File: config.mk
export PLATFORM = sky130hd
export DESIGN_NAME = neuron_mac_unit_flat
export DESIGN_NICKNAME = d
export VERILOG_FILES = /design/src/rtl/neuron_mac_unit_pkg.sv /design/src/rtl/neuron_mac_unit_if.sv /design/src/rtl/mac_saturating_add.sv /design/src/rtl/neuron_mac_unit.sv /design/src/flat_wrapper.sv
export SDC_FILE = /design/constraint.sdc
export NUM_CORES = 1
export LEC_CHECK = 0
export ABC_AREA = 1
export CORE_MARGIN = 2
export CORE_UTILIZATION = 62
export DETAILED_ROUTE_END_ITERATION = 6
export PLACE_DENSITY = 0.82
export SETUP_SLACK_MARGIN = 0.4
export SYNTH_ARGS = -nofsm -noshare
export SYNTH_HDL_FRONTEND = slang
export SYNTH_SLANG_ARGS = --single-unit
File: constraint.sdc
create_clock -name clk_i -period 3.52 [get_ports clk_i]
set_input_delay 0.704 -clock clk_i [delete_from_list [all_inputs] [get_ports clk_i]]
set_output_delay 0.704 -clock clk_i [all_outputs]
set_load 0.02 [all_outputs]
File: src/rtl/neuron_mac_unit_pkg.sv
// Shared definitions for the neuron datapath and its control unit:
// state encodings, default widths and drain timing.
package neuron_mac_unit_pkg;

    typedef enum logic [1:0] {
        ST_IDLE  = 2'd0,
        ST_ACCUM = 2'd1,
        ST_DRAIN = 2'd2,
        ST_DONE  = 2'd3
    } state_e;

    localparam int DEF_DATA_W     = 8;
    localparam int DEF_FRAC_W     = 4;
    localparam int DEF_ACC_W      = 20;
    localparam int DEF_NUM_INPUTS = 4;
    localparam int DEF_LEAK_SHIFT = 1;

    // Two drain cycles: one for the product register, one for the accumulate.
    localparam logic DRAIN_LAST = 1'b1;

endpackage

File: src/rtl/neuron_mac_unit_if.sv
// Operand stream in, activated neuron result out.
interface neuron_mac_unit_if #(
    parameter int DATA_W = 8
);
    logic                     in_valid;
    logic                     in_ready;
    logic signed [DATA_W-1:0] in_data;
    logic signed [DATA_W-1:0] in_weight;
    logic                     out_valid;
    logic signed [DATA_W-1:0] out_data;

    modport master (
        output in_valid, in_data, in_weight,
        input  in_ready, out_valid, out_data
    );

    modport slave (
        input  in_valid, in_data, in_weight,
        output in_ready, out_valid, out_data
    );
endinterface

File: src/rtl/mac_saturating_add.sv
// Signed W-bit add that clips to the representable range and flags clipping.
module mac_saturating_add #(
    parameter int W = 20
) (
    input  logic signed [W-1:0] a_i,
    input  logic signed [W-1:0] b_i,
    output logic signed [W-1:0] sum_o,
    output logic                sat_o
);
    localparam logic signed [W-1:0] MAX_V = {1'b0, {(W-1){1'b1}}};
    localparam logic signed [W-1:0] MIN_V = {1'b1, {(W-1){1'b0}}};

    logic signed [W:0] wide_s;

    assign wide_s = {a_i[W-1], a_i} + {b_i[W-1], b_i};

    // Disagreement of the two top bits means the true sum left the W-bit range.
    always_comb begin
        sat_o = wide_s[W] ^ wide_s[W-1];
        sum_o = wide_s[W-1:0];
        if (sat_o) begin
            sum_o = wide_s[W] ? MIN_V : MAX_V;
        end else begin
            sum_o = wide_s[W-1:0];
        end
    end
endmodule

File: src/rtl/neuron_mac_unit.sv
// Neuron datapath: NUM_INPUTS multiply-accumulates through a two-stage pipe,
// optional leak on forget, then one ReLU-activated fixed-point result.
module neuron_mac_unit
    import neuron_mac_unit_pkg::*;
#(
    parameter int DATA_W     = DEF_DATA_W,
    parameter int FRAC_W     = DEF_FRAC_W,
    parameter int ACC_W      = DEF_ACC_W,
    parameter int NUM_INPUTS = DEF_NUM_INPUTS,
    parameter int LEAK_SHIFT = DEF_LEAK_SHIFT
) (
    input  logic              clk_i,
    input  logic              reset_i,
    input  logic              alu_rst_i,
    input  logic              alu_forget_i,
    neuron_mac_unit_if.slave  bus_if,
    output logic              busy_o,
    output logic              overflow_o
);
    localparam int PROD_W = 2 * DATA_W;
    localparam int CNT_W  = $clog2(NUM_INPUTS + 1);
    localparam logic signed [DATA_W-1:0] ACT_MAX = {1'b0, {(DATA_W-1){1'b1}}};

    state_e                   state_q, state_d;
    logic [CNT_W-1:0]         count_q, count_d;
    logic                     drain_q, drain_d;
    logic signed [PROD_W-1:0] prod_q, prod_d, prod_s;
    logic                     prod_vld_q, prod_vld_d;
    logic signed [ACC_W-1:0]  acc_q, acc_d;
    logic signed [ACC_W-1:0]  acc_base_s, addend_s, sum_s, scaled_s;
    logic                     sat_s;
    logic                     overflow_q, overflow_d;
    logic                     out_valid_q, out_valid_d;
    logic signed [DATA_W-1:0] out_data_q, out_data_d, act_s;
    logic                     in_ready_s, accept_s, last_pair_s, forget_s;

    assign in_ready_s  = (state_q == ST_IDLE) || (state_q == ST_ACCUM);
    assign accept_s    = bus_if.in_valid && in_ready_s;
    assign last_pair_s = accept_s && (count_q == CNT_W'(NUM_INPUTS - 1));
    assign forget_s    = alu_forget_i && (state_q != ST_DONE);

    assign prod_s     = PROD_W'(bus_if.in_data) * PROD_W'(bus_if.in_weight);
    assign acc_base_s = forget_s ? (acc_q >>> LEAK_SHIFT) : acc_q;
    assign addend_s   = prod_vld_q ? ACC_W'(prod_q) : {ACC_W{1'b0}};

    mac_saturating_add #(.W(ACC_W)) u_sat_add (
        .a_i   (acc_base_s),
        .b_i   (addend_s),
        .sum_o (sum_s),
        .sat_o (sat_s)
    );

    // Fixed-point rescale, clip to the output width and ReLU.
    always_comb begin
        scaled_s = acc_q >>> FRAC_W;
        act_s    = {DATA_W{1'b0}};
        if (scaled_s[ACC_W-1]) begin
            act_s = {DATA_W{1'b0}};
        end else if (scaled_s > ACC_W'(ACT_MAX)) begin
            act_s = ACT_MAX;
        end else begin
            act_s = scaled_s[DATA_W-1:0];
        end
    end

    // Next-state, pipe and accumulator update; alu_rst overrides everything.
    always_comb begin
        state_d     = state_q;
        count_d     = count_q;
        drain_d     = drain_q;
        prod_d      = accept_s ? prod_s : prod_q;
        prod_vld_d  = accept_s;
        acc_d       = sum_s;
        overflow_d  = overflow_q | (prod_vld_q & sat_s);
        out_valid_d = 1'b0;
        out_data_d  = out_data_q;

        case (state_q)
            ST_IDLE, ST_ACCUM: begin
                if (accept_s) begin
                    count_d = count_q + CNT_W'(1);
                    drain_d = 1'b0;
                    if (last_pair_s) begin
                        state_d = ST_DRAIN;
                    end else begin
                        state_d = ST_ACCUM;
                    end
                end else begin
                    state_d = state_q;
                end
            end
            ST_DRAIN: begin
                if (drain_q == DRAIN_LAST) begin
                    state_d     = ST_DONE;
                    drain_d     = 1'b0;
                    out_valid_d = 1'b1;
                    out_data_d  = act_s;
                end else begin
                    drain_d = 1'b1;
                end
            end
            ST_DONE: begin
                state_d    = ST_IDLE;
                acc_d      = {ACC_W{1'b0}};
                count_d    = {CNT_W{1'b0}};
                overflow_d = 1'b0;
            end
            default: begin
                state_d = ST_IDLE;
            end
        endcase

        if (alu_rst_i) begin
            state_d     = ST_IDLE;
            count_d     = {CNT_W{1'b0}};
            drain_d     = 1'b0;
            prod_d      = {PROD_W{1'b0}};
            prod_vld_d  = 1'b0;
            acc_d       = {ACC_W{1'b0}};
            overflow_d  = 1'b0;
            out_valid_d = 1'b0;
            out_data_d  = {DATA_W{1'b0}};
        end else begin
            state_d = state_d;
        end
    end

    // State, pipe and output registers.
    always_ff @(posedge clk_i or posedge reset_i) begin
        if (reset_i) begin
            state_q     <= ST_IDLE;
            count_q     <= {CNT_W{1'b0}};
            drain_q     <= 1'b0;
            prod_q      <= {PROD_W{1'b0}};
            prod_vld_q  <= 1'b0;
            acc_q       <= {ACC_W{1'b0}};
            overflow_q  <= 1'b0;
            out_valid_q <= 1'b0;
            out_data_q  <= {DATA_W{1'b0}};
        end else begin
            state_q     <= state_d;
            count_q     <= count_d;
            drain_q     <= drain_d;
            prod_q      <= prod_d;
            prod_vld_q  <= prod_vld_d;
            acc_q       <= acc_d;
            overflow_q  <= overflow_d;
            out_valid_q <= out_valid_d;
            out_data_q  <= out_data_d;
        end
    end

    assign bus_if.in_ready  = in_ready_s;
    assign bus_if.out_valid = out_valid_q;
    assign bus_if.out_data  = out_data_q;
    assign busy_o           = (state_q == ST_ACCUM) || (state_q == ST_DRAIN);
    assign overflow_o       = overflow_q;
endmodule

File: src/flat_wrapper.sv
// flat-port wrapper written by rule: the top's interface ports become plain ports
module neuron_mac_unit_flat import neuron_mac_unit_pkg::*;
#(
    parameter int DATA_W     = DEF_DATA_W,
    parameter int FRAC_W     = DEF_FRAC_W,
    parameter int ACC_W      = DEF_ACC_W,
    parameter int NUM_INPUTS = DEF_NUM_INPUTS,
    parameter int LEAK_SHIFT = DEF_LEAK_SHIFT
)
  (clk_i, reset_i, alu_rst_i, alu_forget_i, busy_o, overflow_o, bus_if_in_valid, bus_if_in_data, bus_if_in_weight, bus_if_in_ready, bus_if_out_valid, bus_if_out_data);
  neuron_mac_unit_if #(.DATA_W(DATA_W)) bus_if_i ();
  input  logic clk_i;
  input  logic reset_i;
  input  logic alu_rst_i;
  input  logic alu_forget_i;
  output logic busy_o;
  output logic overflow_o;
  input wire logic [$bits(bus_if_i.in_valid)-1:0] bus_if_in_valid;
  input wire logic [$bits(bus_if_i.in_data)-1:0] bus_if_in_data;
  input wire logic [$bits(bus_if_i.in_weight)-1:0] bus_if_in_weight;
  output wire logic [$bits(bus_if_i.in_ready)-1:0] bus_if_in_ready;
  output wire logic [$bits(bus_if_i.out_valid)-1:0] bus_if_out_valid;
  output wire logic [$bits(bus_if_i.out_data)-1:0] bus_if_out_data;
  assign bus_if_i.in_valid = bus_if_in_valid;
  assign bus_if_i.in_data = bus_if_in_data;
  assign bus_if_i.in_weight = bus_if_in_weight;
  assign bus_if_in_ready = bus_if_i.in_ready;
  assign bus_if_out_valid = bus_if_i.out_valid;
  assign bus_if_out_data = bus_if_i.out_data;
  neuron_mac_unit #(.DATA_W(DATA_W), .FRAC_W(FRAC_W), .ACC_W(ACC_W), .NUM_INPUTS(NUM_INPUTS), .LEAK_SHIFT(LEAK_SHIFT)) u_core (.clk_i(clk_i), .reset_i(reset_i), .alu_rst_i(alu_rst_i), .alu_forget_i(alu_forget_i), .bus_if(bus_if_i), .busy_o(busy_o), .overflow_o(overflow_o));
endmodule
After elaboration in Yosys (flattened, before gate mapping). Cells that the tools add are included.

Multiplexer cells: 31. $add $sub $neg: 2. Bitwise operators: 3. Reduce and logical (&&, ||, !) cells: 16. $mul: 1. Order comparisons: 1. Eq/ne operators: 7.

Operators with widths (count): 20-bit two-way mux (5); 8-bit two-way mux (5); 16-bit two-way mux (2); 20-bit by 20-bit adder with 21-bit output (1); 19-bit two-way mux (1); 16-bit by 8-bit > comparator with 1-bit output, second input constant (1); 8-bit by 8-bit multiplier with 16-bit output (1); 1-bit two-way mux (9); 2-bit two-way mux (4); 2-bit AND reduction (4); 3-bit two-way mux (2); 3-bit by 2-bit != test with 1-bit output, second input constant (2); 2-bit one-hot mux with 3 select lines (1); 3-bit one-hot mux with 2 select lines (1); 2-bit nonzero test (3); 3-bit nonzero test (2); 2-bit equality test, second input constant (2); 3-bit by 1-bit adder with 3-bit output, second input constant (1); 3-bit by 2-bit equality test with 1-bit output, second input constant (1); 1-bit logical AND (3); 2-bit by 1-bit equality test with 1-bit output, second input constant (1); 2-bit zero test (1); 1-bit logical OR (2); 2-bit != test, second input constant (1); 5 further kinds (5).

Logic and storage cells: 70. Register bits: 53. Bits of input ports: 21.

Depth between registers and ports, before layout.
Word-level depth: 9. Gate-level depth with buffers: 23.

Hierarchy. From an unflattened synthesis, not the netlist that was laid out.

Cell total of the unflattened synthesis: 978. Area total of the unflattened synthesis: 6745.2 µm².

By module, submodules not included: neuron_mac_unit (area an instance 5271.3 µm², instances 1, cells each 712); mac_saturating_add (area an instance 1473.9 µm², instances 1, cells each 266).

Worst setup path before layout. Ideal clock, no wire load.

Kind: input port to flip-flop. From: input bus_if_in_data[0]. To: register u_core.prod_q[13]. Cell stages on the path: 18. Setup time: 118 ps. Arrival time: 4508 ps. Path buffers: 1. Data required time: 3402 ps. Path slack: -1106 ps. Path through: clkbuf_1 > or2_2 > fa_1 > fa_1 > inv_1 > fa_1 > inv_1 > fa_1 > inv_1 > ha_1 > nand2_1 > nor2_1 > nand2_1 > nand2_1 > a31oi_1 > or2_2 > nand3_1 > nand2_1.

Cells in the longest elaborated chain, start to end: 3.

RTL lines: start: declaration (RTL line flat_wrapper.sv:19) `input wire logic [$bits(bus_if_i.in_data)-1:0] bus_if_in_data;`; 8-bit by 8-bit multiplier with 16-bit output (RTL line neuron_mac_unit.sv:42) `assign prod_s = PROD_W'(bus_if.in_data) * PROD_W'(bus_if.in_weight);`; 16-bit two-way mux (RTL line neuron_mac_unit.sv:71) `prod_d = accept_s ? prod_s : prod_q;`; 16-bit two-way mux (RTL line neuron_mac_unit.sv:113) `if (alu_rst_i) begin`; end signal: assignment (RTL line neuron_mac_unit.sv:134) `prod_q <= {PROD_W{1'b0}};`; end signal: assignment (RTL line neuron_mac_unit.sv:144) `prod_q <= prod_d;`; end: declaration (RTL line neuron_mac_unit.sv:27) `logic signed [PROD_W-1:0] prod_q, prod_d, prod_s;`.

Every way passes these cells. The select of a mux whose other input is x is not followed. A chain may end at the register's enable or synchronous reset.

Worst setup path in the final report.
From: input bus_if_in_data[5]. To: register u_core.prod_q[13].

The elaborated chain is that of the path after synthesis.

==> reports/results.env <==
CP-END-KIND='flop'
DRIVE_GT1_SHARE_PCT=35.4
CTS_SINKS=53
SYNTH_WARNINGS=0
POST-ROUTE-DRC-COUNT=73
GRT_START_MAX_NET_PINS=23
MIN_TCLK_POST_ROUTE_PS=4470
FIRST_PASS_GRT_WIRE_LENGTH_MICRONS=29500
CLOCK_LATENCY_PS=320
RSZ0062_AT_GRT='yes'
PERIOD_SHARE_PCT=127
ROOT_BUFFER_SELECTED_BY_CTS='clkbuf_8'
WIRELENGTH_MICRONS=26900
CTS_INSERTED_BUFFERS=5
SYNTH_LARGEST_TYPE_AREA_FRACTION_PCT=20.7
SYNTH.FF_LATCH_COUNT=53
DR.FIRST_ITER.DRC_COUNT=1073
PIN_COUNT=33
WORST-R2R-SETUP-SLACK_PS=40
CP_CELL_SEQUENCE='buf_8, nand2_1, fa_1, inv_1, fa_1, fa_1, inv_1, fa_1, inv_1, ha_4, inv_2, o21bai_1, a21oi_4, nand2_2, a31oi_1, or2_4, nand3_2, nand2_1'
IR_WORST_VDD_uV=649
START_KIND='input pin'
PLACE.GP.CONGESTION=0.976
MOST-COMMON-LAYOUT-CELLS='195 x inv_1, 187 x nand2_1, 127 x buf_4'
DIE_H_MICRONS=106
SEQ_AREA_FRAC_SYNTH_PCT=20.7
TIMING.FINAL.HOLD_VIOLATIONS=0
CORE_SQ_UM=10200
SETUP_TOTAL_NEGATIVE_SLACK_PS=-6360
OUTCOME='finished with violations'
HOLD_PATH_CLASS='flop to flop'
FP.DIEW_MICRONS=106
FMAX_MHz=224
WORST_PATH_DOMINANT_CELL_FAMILY='adder cells'
CPMAXSTAGEDELAYCELL='fa_1'
GRT_REMAINING_OVERFLOW=0
YOSYSTOPAREACELL='dfrtp_1'
CLOCK_PATH_BUFFERS=2
CRITICAL_PATH_PEAK_FANOUT=6
VIOLATIONS='DRC, setup timing'
HTREEDEPTH=2
SYNTH_ENABLE_FLOP_CELLS=0
DATA_REQUIRED_TIME_OF_THE_WORST_PATH_PS=3730
NUMBER_OF_OPTIMIZATION_ITERATIONS_IN_THE_FIRST_DETAILED_ROUTE_PASS=7
WORST_PIN_SLEW_PS=793
CRITICAL-PATH-TOP-CELL-BY-COUNT='fa_1'
DRT-VIAS-PER-INSTANCE=6.35
LAYOUT_COMMONEST_CELL='inv_1'
COUNT_OF_NON_FILLER_CELLS_IN_THE_FINISHED_LAYOUT=1216
NETS=1211
REPORT.FINAL.SLEW_VIOL_COUNT=0
POST_SYNTH_NUM_CELL_TYPES=36
MAXCAPVIOLCOUNT=0
WIRE_PER_INST_MICRONS=22.1
DIE_AREA_SQ_UM=11200
CLK_PIN_SLEW_WORST_PATHS_PS=100
POST_SYNTH_INSTANCE_AREA_SQ_UM=6400
SYNTH-MAIN-FF-CELL='dfrtp_1'
POWER.STATIC_LEAKAGE_nW=5.13
SYNTH_CELLS=904
SYN2LAYOUT_AREA_GROWTH_PCT=42.4
CRITPATHMAXSTAGEDELAY_PS=610
VIAS=7726
DPL.HPWL_MICRONS=13200
SYNTH.AVG_CELL_AREA_SQ_UM=7.08
TOTAL_POWER_mW=6.00
WORST-SETUP-PATH-TYPE='input pin to flop'
ROW_COUNT=37
HOLD_WS_PS=513
SYNTH_NETS=1036
PLACE_INST=1164
CTS_TREE='done'
FILLER_CELL_COUNT=359
GRT_ANTENNA_BEFORE_REPAIR=0
START_UTIL_PCT=62.8
FINAL_ANTENNA_NET_COUNT=0
WORST_SLEW_MARGIN_RELATIVE_TO_ITS_LIMIT_PCT=47.1
POSTSYNTH.ASYNCRESETSHARE_PCT=100
CRITICAL_PATH_BUF_INV_COUNT=5
TRACK_USAGE_PCT=33.5
PORT-BUFFER-COUNT=32
WORST_CLOCK_SKEW_PS=4.54
SYNTHTOPCELLSBYAREA='dfrtp_1 21%, fa_1 18%, inv_1 14%'
FINAL.SETUP.WORST_SLACK_PS=-945
REPORT.FINAL.SETUP_VIOL=10
NUM_ANTENNA_CELLS=0
WORSTPATHARRIVAL_PS=4680
GRT_PASS1_VIAS=6621
POWER_PER_CELL_AREA_nW_PER_UM2=658
## per-stage QoR
| stage | util (%) | area [sq um] | setup WS (ps) |
|---|---|---|---|
| 3_5_place_dp | 77.0 | 7840 | -1460 |
| 6_report | 89.5 | 9110 | -945 |
| 3_3_place_gp | 77.0 | 7840 | -1360 |
| 4_1_cts | 83.1 | 8460 | -535 |
| 2_1_floorplan | - | 6730 | -698 |
| 5_1_grt | 89.5 | 9110 | -1120 |
## flip-flops by register name, summed over array words and instances (netlist names)
name,cells
u_core.drain_q,1
u_core.prod_vld_q,1
u_core.acc_q,20
u_core.bus_if.out_data,8
u_core.bus_if.out_valid,1
u_core.state_q,2
u_core.overflow_o,1
u_core.prod_q,16
u_core.count_q,3
## power by group
group | leakage (nW) | switching [mW] | internal, mW
logic | 4.37 | 2.67 | 2.06
clock network | 0.0385 | 0.217 | 0.142
registers | 0.714 | 0.146 | 0.761
## path summary, 6_finish.rpt
| check | startpoint | endpoint | depth (start not counted) |
|---|---|---|---|
| min | u_core.prod_q[14] | u_core.prod_q[14] | 2 |
| min reg2reg | u_core.prod_q[14] | u_core.prod_q[14] | 2 |
| min in group asynchronous | reset_i | u_core.state_q[1] | 2 |
| max in group asynchronous | reset_i | u_core.prod_q[12] | 3 |
| max | bus_if_in_data[5] | u_core.prod_q[13] | 18 |
| max reg2reg | u_core.prod_vld_q | u_core.acc_q[1] | 16 |
## cell families after synthesis
logic type      synth area share (%)
buf+inv                         15.6
mux                            0.176
xor+xnor                        2.74
fa+ha+maj                       28.3
compound gates                  10.0
simple gates                    22.5
flops                           20.7
## layout make-up
cell class	instances	area, sq um	area share [%]
flip-flops and latches	53	1330	14.6
well taps	136	170	1.87
clock inverters	1	7.51	0.0824
repair buffers	193	1730	19.0
clock buffers	7	76.3	0.838
inverters	237	908	9.97
multi-input cells	589	4890	53.7
## synthesized netlist by cell type (5+ instances only)
master    count
nand3_1      27
o21ai_2       5
nand2_1     234
xnor2_1      11
inv_1       236
ha_1         55
nand2_2      10
clkbuf_1     23
nor3_1        5
o21ai_1       6
dfrtp_1      53
fa_1         56
nand4_1      11
o21ai_0      43
xor2_1        9
a21oi_1      38
nor2_1       45
## worst register-to-register path: stages (launching register included)
cell and delay [ps]:
dfrtp_1 870, nand2_1 180, inv_1 280, ha_1 360, nand2_2 170, inv_1 100
nand2_1 90, nand2_1 120, a21oi_2 210, nand4_1 140, nand2_2 120, nand2_2 70
nand2_4 80, clkinvlp_4 240, nand2_1 210, nand2_1 100, inv_1 90
## timing repair
item,4_1_cts,5_1_grt
buffers inserted,25,17
hold buffers,0,0
pin swaps,78,76
cloned,2,0
endpoints found under the setup margin,32,31
resized for setup,195,147
hold endpoints to repair,0,0
## routing by layer
metal / vias up / wire (microns) / GRT usage [%]
met5: - / 0 / 0
met4: 0 / 2860 / 13.1
met3: 345 / 3270 / 4.89
met2: 767 / 12300 / 62.4
met1: 3538 / 8440 / 38.4
li1: 3076 / - / -
(Power assumes the default switching activity.)
